## config.mk

```make
export PLATFORM = sky130hd
export DESIGN_NAME = rgb_fade_mixer
export DESIGN_NICKNAME = d
export VERILOG_FILES = /design/src/rtl/rgb_fade_mixer.sv
export SDC_FILE = /design/constraint.sdc
export NUM_CORES = 1
export LEC_CHECK = 0
export CORE_MARGIN = 10
export CORE_UTILIZATION = 33
export DETAILED_ROUTE_END_ITERATION = 7
export SETUP_SLACK_MARGIN = 0.02
export SLEW_MARGIN = 15
export SYNTH_ARGS = -nofsm -noshare
export SYNTH_HDL_FRONTEND = slang
export SYNTH_SLANG_ARGS = --single-unit
```

## constraint.sdc

```tcl
create_clock -name clk_i -period 6.8 [get_ports clk_i]
set_clock_uncertainty 0.2 [all_clocks]
set_input_delay 1.36 -clock clk_i [delete_from_list [all_inputs] [get_ports clk_i]]
set_output_delay 1.36 -clock clk_i [all_outputs]
set_load 0.01 [all_outputs]
```

## src/rtl/rgb_fade_mixer.sv

```systemverilog
`default_nettype none
// ============================================================================
// Module      : rgb_fade_mixer
// Description : CH-channel PWM colour mixer. Each channel's duty fades
//               linearly toward a target accepted over valid/ready, changing
//               by at most STEP per PWM frame. Flags a timeout once the
//               colour has been held for HOLD_FRAMES frames.
// Revision    : 1.0 - initial release
// ============================================================================
module rgb_fade_mixer #(
  parameter int CH          = 3,
  parameter int W           = 8,
  parameter int STEP        = 1,
  parameter int HOLD_FRAMES = 16
) (
  input  logic            clk_i,
  input  logic            rst_ni,
  input  logic [CH*W-1:0] color_i,
  input  logic            color_valid_i,
  output logic            color_ready_o,
  output logic [CH-1:0]   pwm_o,
  output logic            frame_o,
  output logic            busy_o,
  output logic            timeout_o
);

  // PWM period is 2^W-1 cycles, so cnt runs 0..2^W-2 and the last count is 2^W-2.
  localparam int unsigned C_PERIOD   = (1 << W) - 1;
  localparam logic [W-1:0] C_CNT_LAST = W'(C_PERIOD - 1);
  localparam logic [W:0]   C_STEP     = (W+1)'(STEP);
  localparam int           C_HW       = $clog2(HOLD_FRAMES + 1);
  localparam logic [C_HW-1:0] C_HOLD  = C_HW'(HOLD_FRAMES);

  typedef enum logic [1:0] {
    S_IDLE = 2'd0,
    S_FADE = 2'd1,
    S_HOLD = 2'd2
  } state_t;

  state_t                state_q, state_d;
  logic [W-1:0]          cnt_q, cnt_d;
  logic [CH-1:0][W-1:0]  duty_q, duty_d;
  logic [CH-1:0][W-1:0]  target_q, target_d;
  logic [CH-1:0]         pwm_q, pwm_d;
  logic                  frame_q, frame_d;
  logic                  timeout_q, timeout_d;
  logic [C_HW-1:0]       hold_cnt_q, hold_cnt_d;

  logic                  w_boundary;
  logic                  w_accept;
  logic                  w_all_done;
  logic [CH-1:0][W-1:0]  w_duty_nxt;

  // Move cur toward tgt by at most STEP; the W+1-bit difference can never wrap.
  function automatic logic [W-1:0] f_approach(input logic [W-1:0] cur,
                                               input logic [W-1:0] tgt);
    logic [W:0] diff;
    logic [W:0] mv;
    if (cur < tgt) begin
      diff = {1'b0, tgt} - {1'b0, cur};
      mv   = (diff > C_STEP) ? C_STEP : diff;
      return cur + mv[W-1:0];
    end else begin
      diff = {1'b0, cur} - {1'b0, tgt};
      mv   = (diff > C_STEP) ? C_STEP : diff;
      return cur - mv[W-1:0];
    end
  endfunction

  // Frame counter, PWM compare and frame pulse; the pulse lands on the cnt==0 cycle.
  always_comb begin
    w_boundary = (cnt_q == C_CNT_LAST);
    cnt_d      = w_boundary ? '0 : cnt_q + 1'b1;
    frame_d    = w_boundary;
    for (int c = 0; c < CH; c++) begin
      pwm_d[c] = (cnt_q < duty_q[c]);
    end
  end

  // Candidate duties for the next boundary and whether they all land on target.
  always_comb begin
    w_all_done = 1'b1;
    w_duty_nxt = duty_q;
    for (int c = 0; c < CH; c++) begin
      w_duty_nxt[c] = f_approach(duty_q[c], target_q[c]);
      if (w_duty_nxt[c] != target_q[c]) begin
        w_all_done = 1'b0;
      end
    end
  end

  // Control FSM: accept targets, step duties at boundaries, count held frames.
  always_comb begin
    state_d    = state_q;
    target_d   = target_q;
    duty_d     = duty_q;
    hold_cnt_d = hold_cnt_q;
    timeout_d  = timeout_q;
    w_accept   = color_valid_i && (state_q != S_FADE);

    case (state_q)
      S_IDLE: begin
        if (w_accept) begin
          target_d   = color_i;
          state_d    = S_FADE;
          hold_cnt_d = '0;
          timeout_d  = 1'b0;
        end
      end
      S_FADE: begin
        if (w_boundary) begin
          duty_d = w_duty_nxt;
          if (w_all_done) begin
            state_d = S_HOLD;
          end
        end
      end
      S_HOLD: begin
        // An accept on a boundary cycle wins over the hold count.
        if (w_accept) begin
          target_d   = color_i;
          state_d    = S_FADE;
          hold_cnt_d = '0;
          timeout_d  = 1'b0;
        end else if (w_boundary) begin
          if (hold_cnt_q != C_HOLD) begin
            hold_cnt_d = hold_cnt_q + 1'b1;
          end
          if (hold_cnt_d == C_HOLD) begin
            timeout_d = 1'b1;
          end
        end
      end
      default: begin
        state_d = S_IDLE;
      end
    endcase
  end

  // State registers with asynchronous active-low reset.
  always_ff @(posedge clk_i or negedge rst_ni) begin
    if (!rst_ni) begin
      state_q    <= S_IDLE;
      cnt_q      <= '0;
      duty_q     <= '0;
      target_q   <= '0;
      pwm_q      <= '0;
      frame_q    <= 1'b0;
      timeout_q  <= 1'b0;
      hold_cnt_q <= '0;
    end else begin
      state_q    <= state_d;
      cnt_q      <= cnt_d;
      duty_q     <= duty_d;
      target_q   <= target_d;
      pwm_q      <= pwm_d;
      frame_q    <= frame_d;
      timeout_q  <= timeout_d;
      hold_cnt_q <= hold_cnt_d;
    end
  end

  assign color_ready_o = (state_q != S_FADE);
  assign busy_o        = (state_q == S_FADE);
  assign pwm_o         = pwm_q;
  assign frame_o       = frame_q;
  assign timeout_o     = timeout_q;

endmodule
`default_nettype wire

```

[Word level (Yosys, flattened, before mapping)]
Cells that the tools add are included.
Word-level totals
  register bits after elaboration: 68
  input bits: 27
  output and inout port bits: 7
Operators by class
  add/sub/neg operators: 14
  order comparisons: 12
  equality and inequality tests: 15
  mux-type cells: 30
  reductions and logical operators: 9
Operators with widths (count)
  $mux 8: 10
  $gt 9x1->1 const B: 6
  $sub 8x8->9: 6
  $lt 8x8->1: 6
  $mux 5: 7
  $add 8x8->8: 3
  $ne 8x8->1: 3
  $sub 8x8->8: 3
  $pmux 5 s2: 1
  $add 8x1->8 const B: 1
  $eq 8x8->1 const B: 1
  $ne 2x1->1 const B: 4
  $mux 1: 7
  $mux 2: 3
  $ne 3x3->1 const B: 2
  $reduce_and 3->1: 2
  $add 5x1->5 const B: 1
  $eq 5x5->1 const B: 1
  $ne 5x5->1 const B: 1
  $pmux 2 s2: 1
  $reduce_and 2->1: 2
  $reduce_and 4->1: 1
  $eq 2x1->1 const B: 1
  $eq 2x2->1 const B: 1
  6 further kinds: 6

[Longest topological paths before layout]
Gate-level depths: netlist of run 1.
  word-level depth: 12
  depth in mapped cells: 23
  mapped depth without buffers: 23

[Worst setup path before layout of run 1]
Ideal clock, no wire load.
  path kind: flip-flop to flip-flop
  start point: reg duty_q[16] in the netlist's numbering
  end point: reg state_q[0]
  setup time: 121 ps
  data arrival time: 5009 ps
  required time: 6479 ps
  setup slack: 1470 ps
  cell stages (with the launch flop): 20
  cell sequence: dfrtp_1 > ha_1 > fa_1 > xor2_1 > nand4_1 > or4_1 > nor4_1 > ha_1 > and2_1 > inv_1 > ha_1 > nor2b_4 > o31a_1 > a32o_1 > a211o_1 > or4_1 > or4_1 > nor4_1 > nand4_1 > o22a_1
Between the ends
  longest elaborated chain between the ends: 9
Ends and longest elaborated chain
  start: declaration: line 42  | logic [CH-1:0][W-1:0] duty_q, duty_d;
  start signal: assignment: line 154  | duty_q <= duty_d;
  $sub 8x8->9 (on tied branches): line 64, 60
  $gt 9x1->1 (on tied branches): line 65, 61
  $mux 8 (on tied branches): line 65, 61
  $sub 8x8->8 or $add 8x8->8 (tied branches): line 66, 62
  $mux 8 *: line 59  | if (cur < tgt) begin
  $ne 8x8->1 *: line 86  | if (w_duty_nxt[c] != target_q[c]) begin
  $mux 1 *: line 86
  $ne 2x1->1 (no line) *
  $reduce_and 3->1 (no line) *
  end signal: assignment: line 152  | state_q <= state_d;
  end: declaration: line 40  | state_t state_q, state_d;
Every way passes the cells marked *; elsewhere a longest branch is shown, timed or not.
A chain may end at the register's enable or synchronous reset.

[Final worst setup path of run 1]
Same ends and word-level chain as after synthesis.

==> results of run 1 <==
-- cell families (layout without fill, tap and decap cells) --
family                   Yosys count  count (layout)  synth area share
AND/OR/NAND/NOR                  271             271            0.1961
AO/OA/AOI/OAI                    221             221            0.1985
adder cells (fa/ha/maj)          106             106            0.2032
buffers and inverters            102             125           0.05764
flip-flops                        68              68            0.2481
XOR/XNOR                          62              62           0.07917
multiplexers                      11              11           0.01678
other                              1               3         0.0005467
-- per-stage QoR --
step / utilization / std cells / worst slack (ps) / area (µm²)
after CTS: 0.3806 / 1137 / 1005 / 7751
after global placement: 0.3654 / 1121 / 1098 / 7441
final: 0.3806 / 1137 / 989.2 / 7751
after detailed placement: 0.3654 / 1121 / 1015 / 7441
after floorplan: - / 844 / 1470 / 6867
after global routing: 0.3806 / 1137 / 499.0 / 7751
-- sequential cells by signal (all words and copies together) (netlist names) --
register / cells
cnt_q: 8
duty_q: 24
frame_o: 1
hold_cnt_q: 5
pwm_o: 3
state_q: 2
target_q: 24
timeout_o: 1
-- power breakdown --
group / switching, µW / leakage [µW] / internal [µW]
logic: 864 / 0.00262 / 650
clock network: 207 / 0.000146 / 297
registers: 73.3 / 0.000790 / 456
total: 1140 / 0.00355 / 1400
-- cell usage after synthesis, types with 7 or more instances --
library cell	instances
a21o_1	18
a21oi_1	36
a31oi_1	10
clkbuf_1	26
dfrtp_1	68
fa_1	9
ha_1	97
inv_1	73
mux2i_1	7
nand2_1	75
nand2b_1	35
nand3_1	16
nand4_1	11
nor2_1	64
nor2b_1	19
nor3_1	15
o211ai_1	7
o21a_1	10
o21ai_0	92
o31ai_1	8
xnor2_1	41
xor2_1	21
-- final cells by class --
cell class	count	area, µm²	area share
flip-flops and latches	68	1702	0.2195
clock inverters	6	71.32	0.009201
well taps	270	337.8	0.04358
repair buffers	36	350.3	0.04520
inverters	73	274.0	0.03535
multi-input cells	674	4777	0.6163
clock buffers	10	239.0	0.03083
-- routing by layer --
layer,vias up,GRT usage,part of all wire
met5,-,0,0
met4,0,0.03046,0.012
met1,2670,0.1686,0.48
li1,2965,-,-
met3,16,0.02678,0.036
met2,96,0.2225,0.47
-- worst max-delay path, delay by kind of cell, from the launching register on --
family                   cells  cell delay, ps
XOR/XNOR                     2             340
AO/OA/AOI/OAI                8            1800
buffers and inverters        1              80
flip-flops                   1             390
adder cells (fa/ha/maj)      4            1290
AND/OR/NAND/NOR              7            1610
-- worst min-delay path by stage --
stage | from | end | cells past startpoint
CTS | timeout_o | timeout_o | 2
floorplan | state_q[1] | state_q[1] | 2
global placement | timeout_o | timeout_o | 2
global route | timeout_o | timeout_o | 2
detailed placement | timeout_o | timeout_o | 2
finish | timeout_o | timeout_o | 2
==> flow_summary_export.csv, run 1 <==
group,metric,value,unit
yosys,synthTopCellsByArea,"dfrtp_1 25%, ha_1 18%, o21ai_0 6.7%",
worst_setup_path,startpoint,"duty_q[16]",
sta,holdWs,319.1,ps
route,drt-initial-drc-count,327,
pwr,power,2548,µW
route,viasPerCell,5.055,
sta,hold_viol,0,
worst_setup_path,cp_max_fo,4,
route,drc_errors,0,
sta,final.setup.tns,0,ps
place,place_congestion,0.8260,
clocking,hold_buffers,0,
layout,diodes,0,
layout,nFillCells,2079,
route,routed_wl,17280,µm
sta,period_share,0.8545,
clocking,post_cts_resized,0,
global_route,grt_max_degree,69,
layout,mostFrequentLayoutCell,"ha_1",
worst_setup_path,r2r_slack,990,ps
clocking,post-cts-setup-buffers,0,
layout,fin_nets,995,
status,outcome,"completed",
route,vias,5747,
worst_setup_path,required,6840,ps
yosys,synth_edf_count,0,
yosys,ys_warn_count,0,
global_route,grt_pass1_wl,28660,µm
yosys,synth.top_cell.area_share,0.2481,
layout,drive_gt1_frac,0.03806,
clocking,cts_root_buf,"clkbuf_16",
worst_setup_path,r2r_cells,22,
layout,mostFrequentLayoutCells,"97 x ha_1, 92 x o21ai_0, 75 x nand2_1",
route,dr.pass1.iters,5,
global_route,grt_antenna_before_repair,0,
floorplan,die_x,164.2,µm
yosys,syn_area_per_cell,8.146,µm²
place,io_buffers,33,
floorplan,rows,52,
yosys,ys_seq_area_frac,0.2481,
yosys,ys.flop_type,"dfrtp_1",
floorplan,dieHeight,164.2,µm
worst_setup_path,regToRegStartpoint,"duty_q[16]",
worst_setup_path,critPathLaunchType,"register",
floorplan,top_level_ports,34,
yosys,netlist_instances,842,
sta,slew_violations,0,
worst_setup_path,slowest_stage,"or4_1",
route,routedWlPerCell,15.19,µm
worst_setup_path,end_kind,"register",
worst_setup_path,slowest_delay,490,ps
worst_setup_path,cp-endpoint,"state_q[0]",
worst_setup_path,crit_arrival,5850,ps
clocking,tritoncts,"yes",
global_route,track_usage,0.1318,
floorplan,coreArea,0.02036,mm²
global_route,globalRouteOverflowTotal,0,
yosys,synth-async-reset-ratio,1.000,
pwr,p_leak,0.003555,µW
clocking,cts.sinks,68,
yosys,ys_types,66,
worst_setup_path,worstPathCellList,"inv_1, ha_1, fa_1, nor2b_1, o21ai_0, a21boi_0, o21a_1, nor2_1, nor2b_1, o21ai_0, a2111oi_0, a21oi_1, ha_1, fa_1, xnor2_1, xnor2_1, a2111o_1, or4_1, or4_1, nor4_1, nand4_1, o22a_1",
sta,max_freq,172.1,MHz
floorplan,die_area,0.02695,mm²
yosys,ys_ff_latch,68,
sta,rsz0062_at_grt,"no",
worst_setup_path,r2r_end,"state_q[0]",
clocking,h-tree-depth,3,
sta,slew_headroom,0.3889,
job,max_cap_viol_count,0,
clocking,clk_pin_slew,70,ps
yosys,synth_area,0.006859,mm²
pwr,irDropWorstVdd,0.1465,mV
layout,synthToLayoutAreaGrowth,13.01,%
worst_hold_path,hp-class,"reg -> reg",
sta,finalSetupViolCount,0,
clocking,cts_buffer_depth,2,
pwr,power.density,328.7,mW/mm²
place,hpwl,13380,µm
sta,min_period,5811,ps
yosys,synth.largest_area_cell,"dfrtp_1",
floorplan,start_util,0.3368,
worst_setup_path,path_class,"reg -> reg",
sta,worst_slew_pin_slew,916.6,ps
clocking,cts-buffers-inserted,9,
global_route,grt_pass1_vias,5635,
clocking,clk_latency,350,ps
route,ant_nets,0,
Note: power is estimated with default switching activity, not from simulation.
==> inputs of run 2 (changes only) <==
--- a/config.mk
+++ b/config.mk
@@ -9,6 +9,7 @@
 export CORE_UTILIZATION = 33
 export DETAILED_ROUTE_END_ITERATION = 7
 export SETUP_SLACK_MARGIN = 0.02
+export SKIP_CTS_REPAIR_TIMING = 1
 export SLEW_MARGIN = 15
 export SYNTH_ARGS = -nofsm -noshare
 export SYNTH_HDL_FRONTEND = slang
==> constraint.sdc (replaced) <==
create_clock -name clk_i -period 6.9 [get_ports clk_i]
set_clock_uncertainty 0.2 [all_clocks]
set_input_delay 1.38 -clock clk_i [delete_from_list [all_inputs] [get_ports clk_i]]
set_output_delay 1.38 -clock clk_i [all_outputs]
set_load 0.01 [all_outputs]
==> flow_summary_export.csv, run 2 (same netlist as run 1, synthesis figures left out) <==
group,metric,value,unit
place,io_buffers,33,
status,outcome,"completed",
place,preCtsSetupSlack,1112,ps
route,drc_errors,0,
floorplan,rows,52,
floorplan,top_level_ports,34,
sta,hold_viol,0,
clocking,cts_buffer_depth,2,
floorplan,die_area,0.02695,mm²
sta,max_freq,174.0,MHz
clocking,cts_root_buf,"clkbuf_16",
sta,final.setup.tns,0,ps
route,viasPerCell,4.985,
sta,worst_slew_pin_slew,920.6,ps
worst_setup_path,end_kind,"register",
sta,slew_headroom,0.3863,
worst_setup_path,slowest_delay,480,ps
place,place_congestion,0.8258,
sta,finalSetupViolCount,0,
place,hpwl,13460,µm
floorplan,start_util,0.3368,
job,max_cap_viol_count,0,
worst_setup_path,slowest_stage,"or4_1",
worst_setup_path,crit_arrival,5780,ps
layout,stdcell_count,1137,
global_route,grt_pass1_wl,28640,µm
floorplan,dieHeight,164.2,µm
clocking,tritoncts,"yes",
worst_setup_path,worstPathCellList,"inv_1, ha_1, fa_1, nor2b_1, o21ai_0, a21boi_0, o21a_1, nor2_1, nor2b_1, o21ai_0, a2111oi_0, a21oi_1, ha_1, fa_1, xnor2_1, xnor2_1, a2111o_1, or4_1, or4_1, nor4_1, nand4_1, o22a_1",
worst_setup_path,critPathLaunchType,"register",
sta,period_share,0.8330,
route,dr.pass1.iters,5,
global_route,grt_pass1_vias,5627,
route,drt-initial-drc-count,270,
clocking,h-tree-depth,3,
pwr,power.density,326.9,mW/mm²
pwr,irDropWorstVdd,0.1504,mV
layout,fin_nets,995,
worst_hold_path,hp-class,"reg -> reg",
worst_setup_path,cp_max_fo,4,
clocking,clk_latency,350,ps
clocking,cts.sinks,68,
worst_setup_path,cp_top_family,"compound AO/OA/AOI/OAI gates",
global_route,globalRouteOverflowTotal,0,
pwr,p_leak,0.003573,µW
global_route,track_usage,0.1316,
floorplan,coreArea,0.02036,mm²
layout,nFillCells,2114,
layout,mostFrequentLayoutCell,"ha_1",
layout,drive_gt1_frac,0.03806,
worst_setup_path,path_class,"reg -> reg",
sta,holdWs,309.6,ps
route,routedWlPerCell,15.19,µm
sta,slew_violations,0,
global_route,grt_max_degree,69,
global_route,grt_antenna_before_repair,0,
route,ant_nets,0,
sta,setup_ws,1152,ps
clocking,cts-buffers-inserted,9,
place,place_inst,1121,
sta,min_period,5748,ps
clocking,clk_pin_slew,60,ps
worst_setup_path,required,6930,ps
worst_setup_path,worst-path-buf-inv,1,
layout,synthToLayoutAreaGrowth,13.35,%
floorplan,die_x,164.2,µm
layout,mostFrequentLayoutCells,"97 x ha_1, 92 x o21ai_0, 75 x nand2_1",
route,vias,5668,
route,routed_wl,17270,µm
layout,top_regs,"duty_q: 24 flops, target_q: 24 flops, cnt_q: 8 flops",
layout,diodes,0,
sta,rsz0062_at_grt,"no",
[run 2: changes by cell type in the layout (fill, tap and decap cells not counted), sizes merged]
cell      change
clkinv        +1
bufinv        +1
clkinvlp      -2
[run 2: power by group]
group          leakage [µW]  internal [µW]  switching, µW
Sequential         0.000790            450           72.1
Combinational       0.00262            640            850
Clock              0.000164            330            199
Total               0.00357           1420           1120
[run 2: per-stage QoR]
step	cell area, µm²	util	power [µW]
after floorplan	6867	-	1683
after global routing	7775	0.3818	2779
after detailed placement	7441	0.3654	2009
after global placement	7441	0.3654	2002
after CTS	7775	0.3818	2556
final	7775	0.3818	2541
[run 2: final cells by class]
type                            instances  area, µm²  area share
Clock buffer                           10      239.0     0.03074
Clock inverter                          6      95.09     0.01223
Inverter                               73      274.0     0.03524
Multi-Input combinational cell        674       4777      0.6144
Sequential cell                        68       1702      0.2189
Tap cell                              270      337.8     0.04345
Timing Repair Buffer                   36      350.3     0.04506
[run 2: path summary, 6_finish.rpt]
| kind | endpoint | slack, ps | from | cells after the start |
|---|---|---|---|---|
| max | state_q[0] | 1150 | duty_q[16] | 22 |
| min | timeout_o | 310 | timeout_o | 2 |
| max reg2reg | state_q[0] | 1150 | duty_q[16] | 22 |
| min reg2reg | timeout_o | 310 | timeout_o | 2 |
| max in group asynchronous | duty_q[9] | 4930 | rst_ni | 1 |
| min in group asynchronous | timeout_o | 960 | rst_ni | 1 |
[run 2: worst min-delay path, stage by stage, from the launching register on]
cell     delay (ps)
dfrtp_1         350
a31oi_1          40
nor2_1           80
[run 2: per-layer routing]
metal / global-route usage / share of wire / vias up
met3: 0.02628 / 0.028 / 14
met4: 0.03412 / 0.016 / 0
li1: - / - / 2960
met5: 0 / 0 / -
met1: 0.1673 / 0.49 / 2633
met2: 0.2221 / 0.47 / 61
